==> src/rtl/ysyx_22041412_csr_ctrl.sv <==
// Issue/complete controller for SYSTEM instructions: decodes one instruction,
// runs the CSR file request/acknowledge handshake and returns a completion record.
module ysyx_22041412_csr_ctrl (
    input  logic        clk,
    input  logic        rst,
    input  logic        in_valid,
    output logic        in_ready,
    input  logic [31:0] inst,
    input  logic [63:0] pc,
    input  logic [63:0] rs1_data,
    output logic        csr_en,
    output logic [2:0]  csr_addr,
    output logic [2:0]  csr_func3,
    output logic [63:0] csr_wdata,
    output logic [63:0] csr_pc,
    output logic        csr_valid,
    input  logic        csr_ready,
    input  logic [63:0] csr_rdata,
    output logic        out_valid,
    input  logic        out_ready,
    output logic        wb_wen,
    output logic [4:0]  wb_rd,
    output logic [63:0] wb_data,
    output logic        redirect,
    output logic [63:0] redirect_pc,
    output logic        illegal
);

    localparam logic [6:0]  OPC_SYSTEM  = 7'b1110011;
    localparam logic [31:0] INST_ECALL  = 32'h0000_0073;
    localparam logic [31:0] INST_MRET   = 32'h3020_0073;
    localparam logic [11:0] CSR_MSTATUS = 12'h300;
    localparam logic [11:0] CSR_MTVEC   = 12'h305;
    localparam logic [11:0] CSR_MEPC    = 12'h341;
    localparam logic [11:0] CSR_MCAUSE  = 12'h342;

    typedef enum logic [1:0] {
        IDLE,
        REQ,
        ACK,
        DONE
    } state_t;

    typedef enum logic [1:0] {
        KIND_CSR,
        KIND_ECALL,
        KIND_MRET,
        KIND_ILLEGAL
    } kind_t;

    state_t      state;
    state_t      state_next;

    kind_t       kind_q;
    logic [2:0]  idx_q;
    logic [2:0]  func3_q;
    logic [63:0] wdata_q;
    logic [63:0] pc_q;
    logic [4:0]  rd_q;
    logic [63:0] result_q;

    kind_t       dec_kind;
    logic [2:0]  dec_idx;
    logic [2:0]  dec_func3;
    logic [63:0] dec_wdata;
    logic [4:0]  dec_rd;
    logic        dec_hit;

    // func3 000 and 100 carry no CSR operation, so only the other six reach the CSR map.
    always_comb begin
        dec_kind  = KIND_ILLEGAL;
        dec_idx   = 3'd0;
        dec_func3 = 3'b000;
        dec_wdata = 64'd0;
        dec_rd    = 5'd0;
        dec_hit   = 1'b0;
        if (inst == INST_ECALL) begin
            dec_kind = KIND_ECALL;
            dec_idx  = 3'd1;
        end else if (inst == INST_MRET) begin
            dec_kind = KIND_MRET;
            dec_idx  = 3'd0;
        end else if (inst[6:0] == OPC_SYSTEM && inst[13:12] != 2'b00) begin
            dec_hit = 1'b1;
            case (inst[31:20])
                CSR_MSTATUS: dec_idx = 3'd2;
                CSR_MTVEC:   dec_idx = 3'd3;
                CSR_MEPC:    dec_idx = 3'd4;
                CSR_MCAUSE:  dec_idx = 3'd5;
                default:     dec_hit = 1'b0;
            endcase
            if (dec_hit) begin
                dec_kind  = KIND_CSR;
                dec_func3 = inst[14:12];
                dec_rd    = inst[11:7];
                dec_wdata = inst[14] ? {59'd0, inst[19:15]} : rs1_data;
            end else begin
                dec_idx = 3'd0;
            end
        end
    end

    always_ff @(posedge clk) begin
        if (rst) begin
            state <= IDLE;
        end else begin
            state <= state_next;
        end
    end

    always_comb begin
        state_next = state;
        case (state)
            IDLE: begin
                if (in_valid) begin
                    state_next = (dec_kind == KIND_ILLEGAL) ? DONE : REQ;
                end
            end
            REQ: begin
                if (csr_ready) begin
                    state_next = ACK;
                end
            end
            ACK:  state_next = DONE;
            DONE: begin
                if (out_ready) begin
                    state_next = IDLE;
                end
            end
            default: state_next = IDLE;
        endcase
    end

    // The result is captured only in ACK; the CSR file drops its data afterwards.
    always_ff @(posedge clk) begin
        if (rst) begin
            kind_q   <= KIND_CSR;
            idx_q    <= 3'd0;
            func3_q  <= 3'd0;
            wdata_q  <= 64'd0;
            pc_q     <= 64'd0;
            rd_q     <= 5'd0;
            result_q <= 64'd0;
        end else if (state == IDLE && in_valid) begin
            kind_q   <= dec_kind;
            idx_q    <= dec_idx;
            func3_q  <= dec_func3;
            wdata_q  <= dec_wdata;
            pc_q     <= pc;
            rd_q     <= dec_rd;
            result_q <= 64'd0;
        end else if (state == ACK) begin
            result_q <= csr_rdata;
        end
    end

    always_comb begin
        in_ready    = (state == IDLE);
        csr_en      = (state == REQ) || (state == ACK);
        csr_valid   = (state == ACK);
        csr_addr    = idx_q;
        csr_func3   = func3_q;
        csr_wdata   = wdata_q;
        csr_pc      = pc_q;
        out_valid   = (state == DONE);
        wb_rd       = rd_q;
        wb_wen      = 1'b0;
        wb_data     = 64'd0;
        redirect    = 1'b0;
        redirect_pc = 64'd0;
        illegal     = 1'b0;
        if (state == DONE) begin
            case (kind_q)
                KIND_CSR: begin
                    wb_wen  = (rd_q != 5'd0);
                    wb_data = result_q;
                end
                KIND_ECALL, KIND_MRET: begin
                    redirect    = 1'b1;
                    redirect_pc = result_q;
                end
                default: illegal = 1'b1;
            endcase
        end
    end

endmodule

==> config.mk <==
export PLATFORM = sky130hd
export DESIGN_NAME = ysyx_22041412_csr_ctrl
export DESIGN_NICKNAME = d
export VERILOG_FILES = /design/src/rtl/ysyx_22041412_csr_ctrl.sv
export SDC_FILE = /design/constraint.sdc
export NUM_CORES = 1
export LEC_CHECK = 0
export ABC_AREA = 1
export CORE_AREA = 2 2 196 198
export CTS_CLUSTER_DIAMETER = 40
export DETAILED_ROUTE_END_ITERATION = 8
export DIE_AREA = 0 0 198 200
export PLACE_DENSITY_LB_ADDON = 0.08
export SETUP_SLACK_MARGIN = 0.02
export SYNTH_ARGS = -nofsm -noshare
export SYNTH_HDL_FRONTEND = slang
export SYNTH_SLANG_ARGS = --single-unit
==> constraint.sdc <==
create_clock -name clk -period 5.16 [get_ports clk]
set_input_delay 1.29 -clock clk [delete_from_list [all_inputs] [get_ports clk]]
set_output_delay 1.29 -clock clk [all_outputs]
set_load 0.05 [all_outputs]
== Word-level counts from Yosys, hierarchy flattened ==
Index checks and enable logic that the tools add are counted.

* Bits of input ports: 229
* Bits in registers: 207

* Reduce and logical (&&, ||, !) cells: 12
* Equality and inequality tests: 16
* Multiplexer cells: 41

{| class="wikitable"
|+ Operator list
! kind !! count
|-
| 64-bit two-way mux || 9
|-
| 12-bit by 10-bit == test with 1-bit output, second input constant || 4
|-
| 32-bit by 30-bit == test with 1-bit output, second input constant || 1
|-
| 32-bit by 7-bit == test with 1-bit output, second input constant || 1
|-
| 3-bit two-way mux || 8
|-
| 5-bit two-way mux || 4
|-
| 2-bit two-way mux || 8
|-
| 3-bit case mux with 4 select lines || 1
|-
| 1-bit two-way mux || 10
|-
| 2-bit == test, second input constant || 4
|-
| 2-bit case mux with 4 select lines || 1
|-
| 7-bit == test, second input constant || 1
|-
| 5-bit nonzero test || 1
|-
| 2-bit by 1-bit == test with 1-bit output, second input constant || 2
|-
| 2-bit logical NOT || 2
|-
| 2-bit inequality test, second input constant || 2
|-
| 2-bit OR reduction || 2
|-
| 4-bit OR reduction || 1
|-
| 3-bit AND reduction || 1
|-
| 3-bit OR reduction || 1
|-
| 1-bit logical AND || 2
|-
| 2-bit by 1-bit inequality test with 1-bit output, second input constant || 1
|-
| 2-bit nonzero test || 1
|-
| 1-bit logical OR || 1
|}

== Depth between registers and ports, before layout ==
* Depth in word-level cells: 14
* Mapped depth: 11
* Mapped depth without buffers: 10

== Worst setup path before layout ==
Ideal clock, no wire load.

* Path kind: flip-flop to output port
* Start point: register state[0]
* End point: output port redirect_pc[54]
* Stages on the path, launching flop included: 6
* Data arrival time: 2.085 ns
* Path buffers: 2
* Setup slack: 1.785 ns
* Cell sequence: dfxtp_1 ha_1 nand2_1 clkbuf_1 clkbuf_1 nor2_1

* Longest elaborated chain between the ends: 2

{| class="wikitable"
|+ RTL lines
! what !! RTL line !! RTL
|-
| start: declaration || 51 || <nowiki>state_t state;</nowiki>
|-
| start signal: assignment || 107 || <nowiki>state <= state_next;</nowiki>
|-
| 2-bit == test || n/a ||
|-
| named net out_valid || 19 || <nowiki>output logic out_valid,</nowiki>
|-
| 64-bit two-way mux || 172 || <nowiki>if (state == DONE) begin</nowiki>
|-
| end: declaration || 25 || <nowiki>output logic [63:0] redirect_pc,</nowiki>
|}

The timed path passes the listed nets, and every way through them passes these cells.

== Worst setup path after layout ==
* Start point: register state[1]
* End point: output port wb_data[52]

* Longest elaborated chain between the ends: 2

{| class="wikitable"
|+ RTL lines
! what !! RTL line !! RTL
|-
| 2-bit == test || 172 ||
|-
| 64-bit two-way mux || 172 ||
|-
| end: declaration || 23 || <nowiki>output logic [63:0] wb_data,</nowiki>
|}

No other way between the ends.

==> reports/qor.txt <==
====================================================================================================
Yosys warnings ........................................................................            0
Cell Area, Synth ...................................................................... 0.008439 mm^2
Critical Path Sink Type ...............................................................  output port
CP max stage delay ....................................................................      0.83 ns
Worst min-delay path category .........................................................   reg -> reg
IO buf count ..........................................................................          502
Global-route wire length before repair ................................................     53.61 mm
Number of maximum-capacitance violations ..............................................            0
Slew HR ...............................................................................       28.16%
Status ................................................................................    completed
Detailed Route WL .....................................................................     36.08 mm
Synthesized net count .................................................................         1448
TritonCTS clock tree ..................................................................        built
Arrival @ worst endpoint ..............................................................      3.02 ns
Initial detailed-routing violation count ..............................................          393
Most frequent cells after synthesis ................................................... nand2_1, nor2_1, dfxtp_1, inv_1, o21ai_0
Unique cell type count in the Yosys netlist ...........................................           28
Setup repair after global routing missed its margin ...................................           no
Maximum level of the CTS H-tree .......................................................            2
Leakage component of the power ........................................................     5.911 nW
Std cell rows .........................................................................           71
Total power after layout ..............................................................     7.019 mW
Launch point of the critical path ..................................................... state[1]$_SDFFE_PP0P_
Worst r2r dst ......................................................................... result_q[32]$_SDFFE_PP0P_
Gpl congestion ........................................................................       0.7817
Fraction of the yosys area taken by sequential cells ..................................       49.10%
Timing endpoint of the critical path ..................................................  wb_data[52]
Library cell with the largest summed area after synthesis .............................      dfxtp_1
Fraction of registers with async set or reset after synthesis .........................           0%
Post-layout instance count excluding filler cells .....................................         2238
Clock sink count ......................................................................          207
Sum of overflow across all layers after global routing ................................            0
Setup slack, reg-to-reg ...............................................................      2.79 ns
Area growth syn-to-layout .............................................................       82.45%
Critical-path maximum fanout ..........................................................           35
Share of layout cells above drive strength 1 ..........................................       6.779%
Slowest-stage cell, CP ................................................................ clkdlybuf4s50_1
Die Wd ................................................................................       198 um
Post-synthesis sequential element count ...............................................          207
Synthesized area divided by synthesized cell count ....................................   6.957 um^2
Detailed-routing wirelength on met1 ...................................................     14.74 mm
Total via count after detailed routing ................................................         9302
WP data required ......................................................................      3.87 ns
Top flip-flop cell by instance count after synthesis ..................................      dfxtp_1
Number of flops mapped to enable cells by yosys .......................................            0
Reg2reg path depth ....................................................................            7
Post-synthesis instance total .........................................................         1213
Worst-path cell chain ................................................................. ha_1, nand2_2, buf_4, nor2_1, clkdlybuf4s50_1
Final Setup Violations ................................................................            0
Hold buffer count at cts ..............................................................            0
Metal2 WL .............................................................................     17.10 mm
Launch instance of the worst register-to-register path ................................ state[0]$_SDFFE_PP0P_
Clock-pin slew reported for the worst setup and hold paths after clock tree synthesis .      0.05 ns
Routed wirelength normalized by instance count ........................................     16.12 um
Synth top area cells .................................................................. dfxtp_1, nand2_1, nor2_1, o21ai_0, a21oi_1
Count leader, synth ...................................................................      nand2_1
Post-DP HPWL ..........................................................................     26.13 mm
Final total negative setup slack ......................................................         0 ns
Fraction of synthesized cell area taken by the top area cell type .....................       49.10%
Initial Util ..........................................................................       22.57%
Die area .............................................................................. 0.03960 mm^2
CP Class ..............................................................................   reg -> out
Slew at the pin closest to its max-slew limit .........................................     1.078 ns
Net count reported at finish ..........................................................         1927
Number of remaining DRC errors ........................................................            0
Maximum number of pins on one net before global-route repair ..........................           75
Initial antenna violation count .......................................................            1
Peak supply drop ......................................................................    0.3375 mV
Global Route Usage Sum ................................................................       17.70%
Skew final ............................................................................   0.01278 ns
Die boundary height ...................................................................       200 um
First drt pass iteration count ........................................................            4
Root cell of the clock tree ...........................................................    clkbuf_16
Clock latency on the worst-skew pair ..................................................      0.53 ns
Max Used Layer ........................................................................         met4
Pwr/cell area ......................................................................... 455.9 mW/mm^2
Met3 Routed Length ....................................................................     3.466 mm
Number of placed instances with taps included .........................................         2159
Maximum operating frequency ...........................................................    232.0 MHz
Largest buffer count on any clock path ................................................            3
Number of setup buffers added after CTS ...............................................            0
Routed Antenna Nets ...................................................................            0
Time the worst path needs with I/O delays and setup ...................................     4.310 ns
Avg Vias per Cell .....................................................................        4.156
Filler cell count .....................................................................         3884
Core region area ...................................................................... 0.03740 mm^2
Quantity of gates resized following cts ...............................................            0
Final-report max-slew violation count .................................................            0
Worst Setup Start Kind ................................................................     register
Final hold viol count .................................................................            0
I/O pin total .........................................................................          503
Final cycle utilization of the critical path ..........................................       83.52%
Cts bufs inserted .....................................................................           42
Vias in the first global route ........................................................         9102
====================================================================================================
[placed cells by master, fill, tap and decap left out, types with 2 or more instances in the layout]
cell | Yosys | routed
a21oi_1 | 67 | 67
buf_4 | 0 | 13
bufinv_16 | 0 | 5
clkbuf_1 | 52 | 3
clkbuf_16 | 0 | 45
clkbuf_8 | 0 | 12
clkdlybuf4s50_1 | 0 | 502
clkinv_2 | 0 | 8
clkinvlp_4 | 0 | 3
dfxtp_1 | 207 | 207
ha_1 | 6 | 5
inv_1 | 85 | 81
inv_2 | 2 | 6
nand2_1 | 312 | 310
nand2_2 | 1 | 3
nand3_1 | 63 | 63
nand3_2 | 10 | 10
nand4_1 | 8 | 8
nor2_1 | 289 | 287
nor2_2 | 3 | 3
nor2_4 | 0 | 2
o21ai_0 | 69 | 69
[sequential cells by signal, indices dropped and copies added (netlist names)]
name and count:
csr_wdata 64, wb_rd 5, csr_func3 3, state 2
result_q 64, csr_pc 64, csr_addr 3, kind_q 2
[critical path, delay by kind of cell (launching register included)]
kind,cells,cell delay [ns]
flip-flops,1,0.38
buffers and inverters,2,1.24
AND/OR/NAND/NOR,2,0.56
adder cells (fa/ha/maj),1,0.29
[metrics by stage]
step / cell area, um^2 / hold slack, ns / worst slack [ns] / utilization [%]
after global placement: 13860 / 0.4351 / 1.343 / 37.06
after detailed placement: 13860 / 0.4388 / 1.331 / 37.06
final: 15400 / 0.4473 / 0.8503 / 41.17
after floorplan: 8439 / 0.4409 / 1.785 / -
after CTS: 15390 / 0.4508 / 0.7665 / 41.16
after global routing: 15390 / 0.4666 / 0.5910 / 41.16
[per-layer routing]
metal | GRT usage [%] | vias to the layer above
met4 | 5.375 | 0
met2 | 30.13 | 362
met5 | 0 | -
met1 | 20.41 | 4171
li1 | - | 4722
met3 | 7.140 | 47
[power breakdown]
part | switching, mW | internal (mW)
sequential | 0.124 | 1.85
clock | 0.887 | 2.00
combinational | 1.48 | 0.686
total | 2.49 | 4.53
[area by class of cell]
| class | count | area (um^2) | area share [%] |
|---|---|---|---|
| Inverter | 87 | 326.6 | 2.121 |
| Clock inverter | 18 | 230.2 | 1.495 |
| Clock buffer | 60 | 1303 | 8.459 |
| Sequential cell | 207 | 4144 | 26.91 |
| Timing Repair Buffer | 515 | 5122 | 33.27 |
| Multi-Input combinational cell | 839 | 3630 | 23.57 |
| Tap cell | 511 | 639.4 | 4.152 |
| Antenna cell | 1 | 2.502 | 0.01625 |
[logic make-up after synthesis]
logic type               Yosys count  synth area share, %
AO/OA/AOI/OAI                    141                8.599
adder cells (fa/ha/maj)            6               0.8895
buffers and inverters            167                8.154
flip-flops                       207                49.10
AND/OR/NAND/NOR                  692                33.25
[worst min-delay path by stage]
stage | to | startpoint | cells past startpoint | slack [ns]
final | csr_wdata[62]$_SDFFE_PP0P_ | csr_wdata[62]$_SDFFE_PP0P_ | 2 | 0.45
after global routing | csr_wdata[63]$_SDFFE_PP0P_ | csr_wdata[63]$_SDFFE_PP0P_ | 2 | 0.47
after CTS | csr_wdata[55]$_SDFFE_PP0P_ | csr_wdata[55]$_SDFFE_PP0P_ | 2 | 0.45
after detailed placement | csr_wdata[62]$_SDFFE_PP0P_ | csr_wdata[62]$_SDFFE_PP0P_ | 2 | 0.44
after global placement | csr_wdata[28]$_SDFFE_PP0P_ | csr_wdata[28]$_SDFFE_PP0P_ | 2 | 0.44
after floorplan | result_q[63]$_SDFFE_PP0P_ | result_q[63]$_SDFFE_PP0P_ | 2 | 0.44
No activity file was read; power rests on OpenSTA's default activity.
